`config.mk`:
```
export PLATFORM = sky130hd
export DESIGN_NAME = fifo_final_merge
export DESIGN_NICKNAME = d
export VERILOG_FILES = /design/src/rtl/merge_pkg.sv /design/src/rtl/merge_head_sel.sv /design/src/rtl/fifo_final_merge.sv
export SDC_FILE = /design/constraint.sdc
export NUM_CORES = 1
export LEC_CHECK = 0
export CORE_AREA = 4 4 99 101
export DETAILED_ROUTE_END_ITERATION = 10
export DIE_AREA = 0 0 103 105
export HOLD_SLACK_MARGIN = 0.02
export PLACE_DENSITY_LB_ADDON = 0.15
export SLEW_MARGIN = 5
export SYNTH_ARGS = -nofsm -noshare
export SYNTH_HDL_FRONTEND = slang
export SYNTH_SLANG_ARGS = --single-unit
```
`constraint.sdc`:
```
create_clock -name clock -period 12.35 [get_ports clock]
set_clock_uncertainty 0.2 [all_clocks]
set_input_delay 3.705 -clock clock [delete_from_list [all_inputs] [get_ports clock]]
set_output_delay 3.705 -clock clock [all_outputs]
set_load 0.01 [all_outputs]
```
`src/rtl/merge_pkg.sv`:
```
// Shared definitions for the final merge stage.
// Holds the default widths, the data word type and the controller state encoding.
package merge_pkg;

   localparam int DEF_DATA_W  = 32;
   localparam int DEF_RUN_LEN = 16;
   localparam int DEF_ADDR_W  = 5;

   typedef logic [DEF_DATA_W-1:0] word_t;

   typedef enum logic [2:0] {
      ST_IDLE   = 3'd0,
      ST_MERGE  = 3'd1,
      ST_DRAIN1 = 3'd2,
      ST_DRAIN2 = 3'd3,
      ST_DONE   = 3'd4
   } state_t;

endpackage

```
`src/rtl/merge_head_sel.sv`:
```
// Combinational head selector for the two sorted runs.
// Ports:
//   head1_i/head2_i   current head words of FIFO1/FIFO2
//   empty1_i/empty2_i FIFO has no valid head
//   exh1_i/exh2_i     run already fully consumed
//   sel1_o/sel2_o     take the head of FIFO1/FIFO2 this cycle (never both)
//   data_o            the selected head word
module merge_head_sel
   import merge_pkg::*;
#(
   parameter int DATA_W = DEF_DATA_W
) (
   input  logic [DATA_W-1:0] head1_i,
   input  logic [DATA_W-1:0] head2_i,
   input  logic              empty1_i,
   input  logic              empty2_i,
   input  logic              exh1_i,
   input  logic              exh2_i,
   output logic              sel1_o,
   output logic              sel2_o,
   output logic [DATA_W-1:0] data_o
);

   always_comb begin
      sel1_o = 1'b0;
      sel2_o = 1'b0;
      if (!exh1_i && !exh2_i) begin
         // Both runs live: wait for both heads, ties go to FIFO1 to keep the merge stable.
         if (!empty1_i && !empty2_i) begin
            if (head1_i <= head2_i) sel1_o = 1'b1;
            else                    sel2_o = 1'b1;
         end
      end else if (!exh1_i) begin
         sel1_o = !empty1_i;
      end else if (!exh2_i) begin
         sel2_o = !empty2_i;
      end
      data_o = sel2_o ? head2_i : head1_i;
   end

endmodule

```
`src/rtl/fifo_final_merge.sv`:
```
// Final 2-way merge of two ascending runs of RUN_LEN words into the register file.
// Ports:
//   clock, reset          system clock, synchronous active-high reset
//   start                 begins a merge from IDLE or DONE
//   fifoN_dout/empty      FWFT head word and empty flag of each run FIFO
//   fifoN_pop             active-low pop strobe (combinational)
//   mem_we/addr/wdata     registered register-file write port
//   done                  high from completion until the next accepted start
//
// state     | meaning
// ST_IDLE   | waiting for start after reset
// ST_MERGE  | both runs live, comparing heads
// ST_DRAIN1 | run 2 consumed, copying the rest of run 1
// ST_DRAIN2 | run 1 consumed, copying the rest of run 2
// ST_DONE   | all words written, done held high
module fifo_final_merge
   import merge_pkg::*;
#(
   parameter int DATA_W  = DEF_DATA_W,
   parameter int RUN_LEN = DEF_RUN_LEN,
   parameter int ADDR_W  = DEF_ADDR_W
) (
   input  logic              clock,
   input  logic              reset,
   input  logic              start,
   input  logic [DATA_W-1:0] fifo1_dout,
   input  logic              fifo1_empty,
   output logic              fifo1_pop,
   input  logic [DATA_W-1:0] fifo2_dout,
   input  logic              fifo2_empty,
   output logic              fifo2_pop,
   output logic              mem_we,
   output logic [ADDR_W-1:0] mem_addr,
   output logic [DATA_W-1:0] mem_wdata,
   output logic              done
);

   // One extra bit so the counters can hold RUN_LEN itself.
   localparam int CNT_W = $clog2(RUN_LEN) + 1;
   localparam logic [CNT_W-1:0] RUN_END = CNT_W'(RUN_LEN);

   state_t              state_q, state_d;
   logic [CNT_W-1:0]    cnt1_q, cnt1_d, cnt2_q, cnt2_d;
   logic [ADDR_W-1:0]   wr_addr_q, wr_addr_d;
   logic                done_q, done_d;
   logic                mem_we_q;
   logic [ADDR_W-1:0]   mem_addr_q;
   logic [DATA_W-1:0]   mem_wdata_q;

   logic                exh1, exh2, sel1, sel2, pop_en, pop1, pop2;
   logic [DATA_W-1:0]   sel_data;

   assign exh1 = (cnt1_q == RUN_END);
   assign exh2 = (cnt2_q == RUN_END);

   merge_head_sel #(.DATA_W(DATA_W)) u_head_sel (
      .head1_i  (fifo1_dout),
      .head2_i  (fifo2_dout),
      .empty1_i (fifo1_empty),
      .empty2_i (fifo2_empty),
      .exh1_i   (exh1),
      .exh2_i   (exh2),
      .sel1_o   (sel1),
      .sel2_o   (sel2),
      .data_o   (sel_data)
   );

   assign pop_en    = (state_q == ST_MERGE) || (state_q == ST_DRAIN1) || (state_q == ST_DRAIN2);
   assign pop1      = pop_en && sel1;
   assign pop2      = pop_en && sel2;
   assign fifo1_pop = !pop1;
   assign fifo2_pop = !pop2;

   always_comb begin
      state_d   = state_q;
      cnt1_d    = cnt1_q;
      cnt2_d    = cnt2_q;
      wr_addr_d = wr_addr_q;
      done_d    = done_q;

      if (pop1) cnt1_d = cnt1_q + CNT_W'(1);
      if (pop2) cnt2_d = cnt2_q + CNT_W'(1);
      if (pop1 || pop2) wr_addr_d = wr_addr_q + ADDR_W'(1);

      case (state_q)
         ST_IDLE, ST_DONE: begin
            if (start) begin
               state_d   = ST_MERGE;
               cnt1_d    = '0;
               cnt2_d    = '0;
               wr_addr_d = '0;
               done_d    = 1'b0;
            end else if (state_q == ST_DONE) begin
               // Entering DONE coincides with the last write; done follows a cycle later.
               done_d = 1'b1;
            end
         end
         ST_MERGE: begin
            if (cnt1_d == RUN_END)      state_d = ST_DRAIN2;
            else if (cnt2_d == RUN_END) state_d = ST_DRAIN1;
         end
         ST_DRAIN1: if (cnt1_d == RUN_END) state_d = ST_DONE;
         ST_DRAIN2: if (cnt2_d == RUN_END) state_d = ST_DONE;
         default:   state_d = ST_IDLE;
      endcase
   end

   always_ff @(posedge clock) begin
      if (reset) begin
         state_q     <= ST_IDLE;
         cnt1_q      <= '0;
         cnt2_q      <= '0;
         wr_addr_q   <= '0;
         done_q      <= 1'b0;
         mem_we_q    <= 1'b0;
         mem_addr_q  <= '0;
         mem_wdata_q <= '0;
      end else begin
         state_q   <= state_d;
         cnt1_q    <= cnt1_d;
         cnt2_q    <= cnt2_d;
         wr_addr_q <= wr_addr_d;
         done_q    <= done_d;
         mem_we_q  <= pop1 || pop2;
         if (pop1 || pop2) begin
            mem_addr_q  <= wr_addr_q;
            mem_wdata_q <= sel_data;
         end
      end
   end

   assign mem_we    = mem_we_q;
   assign mem_addr  = mem_addr_q;
   assign mem_wdata = mem_wdata_q;
   assign done      = done_q;

endmodule

```
* After elaboration in Yosys (flattened, before gate mapping) *
Index checks and enable logic that the tools add are counted.

word-level totals
  logic and storage cells = 69
  bits of input ports = 69
  bits in registers = 57
  output and inout bits = 41

cells by class
  reduce and logical (&&, ||, !) cells = 18
  mux-type cells = 27
  add/subtract/negate cells = 3
  order comparisons = 1
  eq/ne operators = 12

operator list
  operator             count
  $mux 5               9
  $le 32x32->1         1
  $mux 32              1
  $eq 5x5->1 const B   4
  $add 5x1->5 const B  3
  $mux 3               5
  $pmux 3 s4           1
  $mux 1               11
  $eq 3x2->1 const B   2
  $logic_not 1->1      6
  $logic_and 1x1->1    4
  $ne 2x1->1 const B   2
  $reduce_and 4->1     1
  $eq 3x1->1 const B   1
  $eq 3x3->1 const B   1
  $logic_not 3->1      1
  $logic_or 1x1->1     3
  $ne 3x1->1 const B   1
  $ne 2x2->1 const B   1
  $reduce_and 2->1     1
  $reduce_bool 2->1    1
  $reduce_or 2->1      1

* Depth between registers and ports, before layout *
Gate-level depths: netlist of run 1.

  word-level depth = 10
  gate-level depth with buffers = 12
  mapped depth without buffers = 11

* Hierarchy *
A second synthesis of run 1 with hierarchy kept.

second synthesis, totals
  cells, all modules = 451
  area, all modules = 3,752.3 sq um

by module, submodules not included
  module            sequential area each (sq um)  area each (sq um)  cells an instance  times used
  fifo_final_merge  1,141.1                       2,382.3            293                1
  merge_head_sel    0.0                           1,370.1            158                1

* Least setup slack after synthesis of run 1 *
OpenSTA, ideal clock, no wires.

  path kind = input to output
  start = input port fifo2_dout[15]
  end = output port fifo2_pop
  path slack = 2,721 ps
  required time = 8,445 ps
  path buffers = 0
  data arrival time = 5,724 ps
  cell stages on the path = 9
  cell sequence = inv_1 ha_1 nand4_1 or4_1 o211a_1 nor2b_4 a221oi_4 nor2_1 inv_1

on the way
  word-level cells in the longest chain between the ends = 6

ends and longest elaborated chain
  what               RTL line                text
  from (decl)        fifo_final_merge.sv:29  input logic [DATA_W-1:0] fifo2_dout,
  $le 32x32->1       merge_head_sel.sv:30    if (head1_i <= head2_i) sel1_o = 1'b1;
  $mux 1             merge_head_sel.sv:30
  $mux 1             merge_head_sel.sv:29    if (!empty1_i && !empty2_i) begin
  $mux 1             merge_head_sel.sv:27    if (!exh1_i && !exh2_i) begin
  $logic_and 1x1->1  fifo_final_merge.sv:70  assign pop2 = pop_en && sel2;
  $logic_not 1->1    fifo_final_merge.sv:72  assign fifo2_pop = !pop2;
  to (decl)          fifo_final_merge.sv:31  output logic fifo2_pop,

Every way passes these cells.

* Worst setup path in the final report of run 1 *
  start = input port fifo2_dout[31]
  end = output port fifo2_pop

Same word-level chain as after synthesis.

==> key figures, run 1 <==
Outcome
  – Status: completed

Synthesis
  – Sequential element share of the synthesized area: 0.328
  – Distinct cells, synth: between 40 and 50
  – Post-Syn Area: 3480 sq um
  – Largest cells by area after synthesis: dfxtp_1, ha_1, nor2_1
  – EDFF count, synth: 0
  – Number of synthesized register bits: 57
  – Synth warn: 0
  – Synth Area per Inst: 7.81 sq um
  – Main flop type after synthesis: dfxtp_1
  – Top cell type's share of synthesized area: 0.328
  – Synth area leader: dfxtp_1
  – Synth Instances: between 400 and 500
  – Synth cell count leaders: nor2_1, a21oi_1, dfxtp_1
  – Most frequent cell after synthesis: nor2_1
  – Post-synth ARST share: 0
  – Syn_nets: about 550

Drt
  – DRT Pass-1 Iters: 4
  – Routed len/inst: 13.2 um
  – First DRT Iteration DRCs: 96
  – Via density: roughly 5.0
  – Vias: ~3300
  – DRC viols: 0
  – Routed wire length: between 8000 and 9000 um
  – Post-route ant nets: 0

Global route
  – First-pass GRT wire length: about 15000 um
  – GRT overflow: 0
  – Vias in the first global route: ~3200
  – Total Routing Usage GR: 0.167
  – Initial antenna violation count: 0
  – Pin count of the biggest net entering global routing: between 70 and 80

Critical path
  – Origin of the critical flop-to-flop path: cnt2_q[0]
  – Setup crit start kind: input pin
  – Worst Path Required: 8440 ps
  – CP Class: in -> out
  – Worst-path maximum fanout: 5
  – Nature of the critical path endpoint: output pin
  – Reg-to-Reg End: mem_wdata[0]
  – CP arrival: ~6800 ps
  – R2R depth: 12
  – Worst R2R Setup Slack: between 8000 and 9000 ps

STA
  – Final hold vios: 0
  – Final cycle utilization of the critical path: 0.865
  – Slew HR: 0.462
  – Final Max Tran Viols: 0
  – Unrepaired setup endpoints after global routing: false
  – Minimum clock period: between 10000 and 15000 ps
  – Final Setup Violations: 0
  – Setup_tns: 0 ps
  – Fmax: 93.6 MHz
  – Worst Tran Pin Value: between 800 and 900 ps
  – Worst Slack Setup Final: roughly 1700 ps

Clocking
  – Setup repair bufs after CTS: 0
  – Worst skew pair latency: about 320 ps
  – Clk root buf: clkbuf_8
  – Post-CTS Hold Fix Bufs: 0
  – H-tree depth: 3
  – Clock tree buffer depth: 2
  – CTS Sinks: between 50 and 60
  – Post-CTS resize count: 0
  – Num CTS Buffers: 9
  – CTS tree: done
  – Clock Pin Slew Worst Setup and Hold Paths: 60 ps

Placement
  – DP Wirelength: 6670 um
  – GP Congestion: 0.804
  – I/O Buffers: about 110
  – Place WS: ~1700 ps

Floorplan
  – Full die area: 10800 sq um
  – Rows: 35
  – Starting Density: 0.386
  – Die height: between 100 and 150 um
  – Core area: roughly 9000 sq um
  – Ports: 110
  – Die span in x: just over 100 um

Power and ir drop
  – Clock network fraction of total power: 0.317
  – Leakage power: between 1.5 and 2 nW
  – Sw frac: 0.298
  – Max IR drop VDD: ~59 uV
  – Reg power frac: 0.401
  – Sw Pwr: about 0.16 mW
  – Pwr/cell area: 109 nW/um^2
  – Int Pwr: between 0.3 and 0.4 mW
  – Gate power share: 0.281

Min path
  – HP Class: reg -> reg
  – Hold path depth: 2
  – Hold Crit Start: done
  – Worst Hold Path EP: done

Run
  – Max-cap violation count: 0

Layout
  – Layout cell share with drive strength beyond 1: 0.0454
  – Final nets: around 650
  – Syn-to-layout area delta: 38.4%
  – Ant diodes: 0
## worst max-delay path by stage
| stage | startpoint | to | cells past startpoint |
|---|---|---|---|
| 2_1_floorplan | fifo2_dout[15] | fifo2_pop | 9 |
| 3_3_place_gp | fifo2_dout[31] | fifo2_pop | 11 |
| 3_5_place_dp | fifo2_dout[30] | fifo2_pop | 11 |
| 4_1_cts | fifo2_dout[31] | fifo2_pop | 11 |
| 5_1_grt | fifo2_dout[15] | fifo2_pop | 11 |
| 6_report | fifo2_dout[31] | fifo2_pop | 11 |
## power groups by stage
stage / registers [mW] / clock network [mW] / logic, mW
2_1_floorplan: 0.219 / 0 / 0.0750
3_3_place_gp: 0.214 / 0 / 0.146
3_5_place_dp: 0.214 / 0 / 0.148
4_1_cts: 0.210 / 0.173 / 0.149
5_1_grt: 0.212 / 0.180 / 0.166
6_report: 0.210 / 0.166 / 0.147
## cell usage in the layout, fill, tap and decap left out, types with 2 or more instances in the layout
| cell | count |
|---|---|
| a211oi_1 | 33 |
| a21oi_1 | 58 |
| buf_4 | 2 |
| clkbuf_8 | 9 |
| clkdlybuf4s50_1 | 108 |
| clkinv_2 | 4 |
| dfxtp_1 | 57 |
| ha_1 | 37 |
| inv_1 | 40 |
| mux2i_1 | 7 |
| nand2_1 | 20 |
| nand4_1 | 15 |
| nor2_1 | 91 |
| nor3_1 | 7 |
| nor3b_1 | 2 |
| nor4bb_1 | 2 |
| o21a_1 | 2 |
| o21ai_0 | 8 |
| o21ai_1 | 3 |
| or2_2 | 2 |
| or4_1 | 3 |
| xnor2_1 | 5 |
| xor2_1 | 10 |
## critical path, cell delays in order
cell and delay [ps]:
clkdlybuf4s50_1 450, inv_1 50, ha_1 310, nand4_1 180
or4_1 610, o211a_1 290, nor2b_4 140, a221oi_4 230
nor2_1 140, inv_1 120, clkdlybuf4s50_1 550
## cell type report
type	count	area [sq um]
fill	856	4200
multi-input combinational	327	2100
sequential	57	1140
timing repair buffer	111	1100
inverter	40	150
tap	111	139
clock buffer	10	128
clock inverter	6	58.8
## sequential cells by signal (all words and copies together) (netlist names)
register and count:
done 1, cnt1_q 5, cnt2_q 5, state_q 3, mem_wdata 32, wr_addr_q 5
mem_we 1, mem_addr 5
## cells by family (layout without fill, tap and decap cells)
| kind of cell | after synthesis | in the layout | synth area share |
|---|---|---|---|
| simple gates | 151 | 151 | 0.197 |
| compound gates | 116 | 116 | 0.210 |
| buf+inv | 62 | 167 | 0.0715 |
| flops | 57 | 57 | 0.328 |
| fa+ha+maj | 37 | 37 | 0.133 |
| xor+xnor | 15 | 15 | 0.0377 |
| mux | 8 | 8 | 0.0233 |
## routing by layer
layer | vias up | track usage | share of wire
met4 | 0 | 0.0638 | 0.017
met2 | 71 | 0.269 | 0.47
met1 | 1503 | 0.210 | 0.46
li1 | 1756 | - | -
met5 | - | 0 | 0
met3 | 10 | 0.0441 | 0.061
## stage by stage
stage	power, mW	instance area (sq um)	cells	utilization	hold slack [ps]
2_1_floorplan	0.294	3480	446	-	278
3_3_place_gp	0.360	4640	646	0.514	253
3_5_place_dp	0.363	4640	646	0.514	257
4_1_cts	0.533	4820	662	0.535	274
5_1_grt	0.558	4820	662	0.535	330
6_report	0.524	4820	662	0.535	270
(Power assumes the default switching activity.)
==> run 2: changes to the inputs <==
--- a/config.mk
+++ b/config.mk
@@ -10,6 +10,7 @@
 export DIE_AREA = 0 0 103 105
 export HOLD_SLACK_MARGIN = 0.02
 export PLACE_DENSITY_LB_ADDON = 0.15
+export SETUP_SLACK_MARGIN = 0.02
 export SLEW_MARGIN = 5
 export SYNTH_ARGS = -nofsm -noshare
 export SYNTH_HDL_FRONTEND = slang
==> constraint.sdc (replaced) <==
create_clock -name clock -period 12.35 [get_ports clock]
set_clock_uncertainty 0.2 [all_clocks]
set_input_delay 3.705 -clock clock [delete_from_list [all_inputs] [get_ports clock]]
set_output_delay 3.705 -clock clock [all_outputs]
set_load 0.1 [all_outputs]
==> run 2 against run 1 <==
Compared with the run above: wire length grew 0.61%; critical path depth shrank 1; via count shrank 0.84%; critical endpoint is now fifo1_pop; largest power group is now combinational cells.
==> key figures, run 2 (same netlist as run 1, synthesis figures left out) <==
Outcome
  – Status: completed

Drt
  – Via density: between 5 and 6
  – First DRT Iteration DRCs: 91
  – Met2 wire length: about 4000 um
  – Post-route ant nets: 0
  – Routed wl met3: around 600 um
  – Vias: ~3300
  – DRT Pass-1 Iters: 4
  – DRC viols: 0
  – Max Used Layer: met4
  – Routed wire length: approximately 8800 um
  – Met1 WL: 4010 um
  – Routed len/inst: around 13 um

Min path
  – HP Class: reg -> reg
  – Hold Crit Start: done

Run
  – Max-cap violation count: 0

Global route
  – Initial antenna violation count: 0
  – GRT overflow: 0
  – Total Routing Usage GR: 0.166
  – Vias in the first global route: between 3000 and 4000
  – Pin count of the biggest net entering global routing: 71
  – First-pass GRT wire length: between 10000 and 15000 um

Critical path
  – Worst setup path startpoint: fifo2_dout[31]
  – Worst-path maximum fanout: 10
  – Nature of the critical path endpoint: output pin
  – CP Class: in -> out
  – Setup crit start kind: input pin
  – CP arrival: a little over 7000 ps
  – Worst Path Required: between 8000 and 9000 ps
  – Origin of the critical flop-to-flop path: cnt2_q[0]

STA
  – Worst Slack Setup Final: about 1300 ps
  – Slew HR: 0.303
  – Setup_tns: 0 ps
  – Worst Tran Pin Value: 1040 ps
  – Final Setup Violations: 0
  – Final Max Tran Viols: 0
  – Minimum clock period: about 11000 ps
  – Fmax: 90.5 MHz
  – Hold Slack: 281 ps
  – Final hold vios: 0
  – Final cycle utilization of the critical path: 0.895
  – Unrepaired setup endpoints after global routing: false

Placement
  – DP Wirelength: slightly below 7000 um
  – GP Congestion: 0.795
  – Place WS: roughly 1300 ps
  – Post-DP Area: between 4000 and 5000 sq um
  – I/O Buffers: 109

Layout
  – Post-route cell area: slightly below 5000 sq um
  – Most frequent cells in the layout: clkdlybuf4s50_1, nor2_1, a21oi_1
  – Commonest non-fill, non-tap cell in the layout: clkdlybuf4s50_1
  – Layout cell share with drive strength beyond 1: 0.0454
  – Final nets: between 600 and 700
  – Ant diodes: 0
  – Syn-to-layout area delta: 39.0%
  – Core Util, Final: 0.537
  – Fillers: ~900
  – Max FFs per register: 32

Clocking
  – CTS tree: done
  – Worst skew pair latency: about 330 ps
  – Post-CTS Hold Fix Bufs: 0
  – Clock tree buffer depth: 2
  – Num CTS Buffers: 9
  – Clk root buf: clkbuf_8
  – Post-CTS resize count: 0
  – H-tree depth: 3
  – Setup repair bufs after CTS: 0
  – CTS Sinks: 57
  – Clock Pin Slew Worst Setup and Hold Paths: around 70 ps

Floorplan
  – Rows: 35
  – Full die area: approximately 11000 sq um
  – Die height: 105 um
  – Ports: 110
  – Core area: between 9000 and 10000 sq um
  – Starting Density: 0.386
  – Die span in x: between 100 and 150 um

Power and ir drop
  – Pwr/cell area: around 130 nW/um^2
  – Leakage power: roughly 1.9 nW
  – Max IR drop VDD: 56.1 uV
run 2: report_power, final:
part / internal (mW) / leakage [nW] / switching [mW]
Clock: 0.110 / 0.107 / 0.0724
Combinational: 0.0752 / 1.35 / 0.166
Sequential: 0.200 / 0.463 / 0.0104
Total: 0.385 / 1.92 / 0.249
run 2: metrics by stage:
| step | std cells | power (mW) |
|---|---|---|
| finish | 662 | 0.634 |
| global placement | 646 | 0.454 |
| detailed placement | 646 | 0.456 |
| CTS | 662 | 0.642 |
| global route | 662 | 0.669 |
| floorplan | 446 | 0.388 |
run 2: worst max-delay path: stages:
cell and delay (ps):
clkdlybuf4s50_1 450, inv_1 50, ha_1 310, nand4_1 180, or4_1 610, nor3_1 190
o21ai_0 90, o21ai_1 390, inv_1 160, clkdlybuf4s50_1 1010
run 2: cell type report:
cell class,instances,area (sq um),share of cell area
flip-flops and latches,57,1140,0.236
well taps,111,139,0.0287
clock inverters,2,35.0,0.00724
multi-input cells,327,2100,0.435
clock buffers,14,173,0.0357
inverters,40,150,0.0310
repair buffers,111,1100,0.227
run 2: final timing paths:
path                            slack (ps)      endpoint  depth (start not counted)
worst max register to register        8820  mem_wdata[9]                         12
worst min register to register         280          done                          2
worst min-delay path                   280          done                          2
worst max-delay path                  1300     fifo1_pop                         10
run 2: per-layer routing:
metal / global-route usage / vias to the layer above
met3: 0.0507 / 17
met2: 0.255 / 83
met5: 0 / -
met4: 0.0768 / 0
li1: - / 1766
met1: 0.209 / 1446
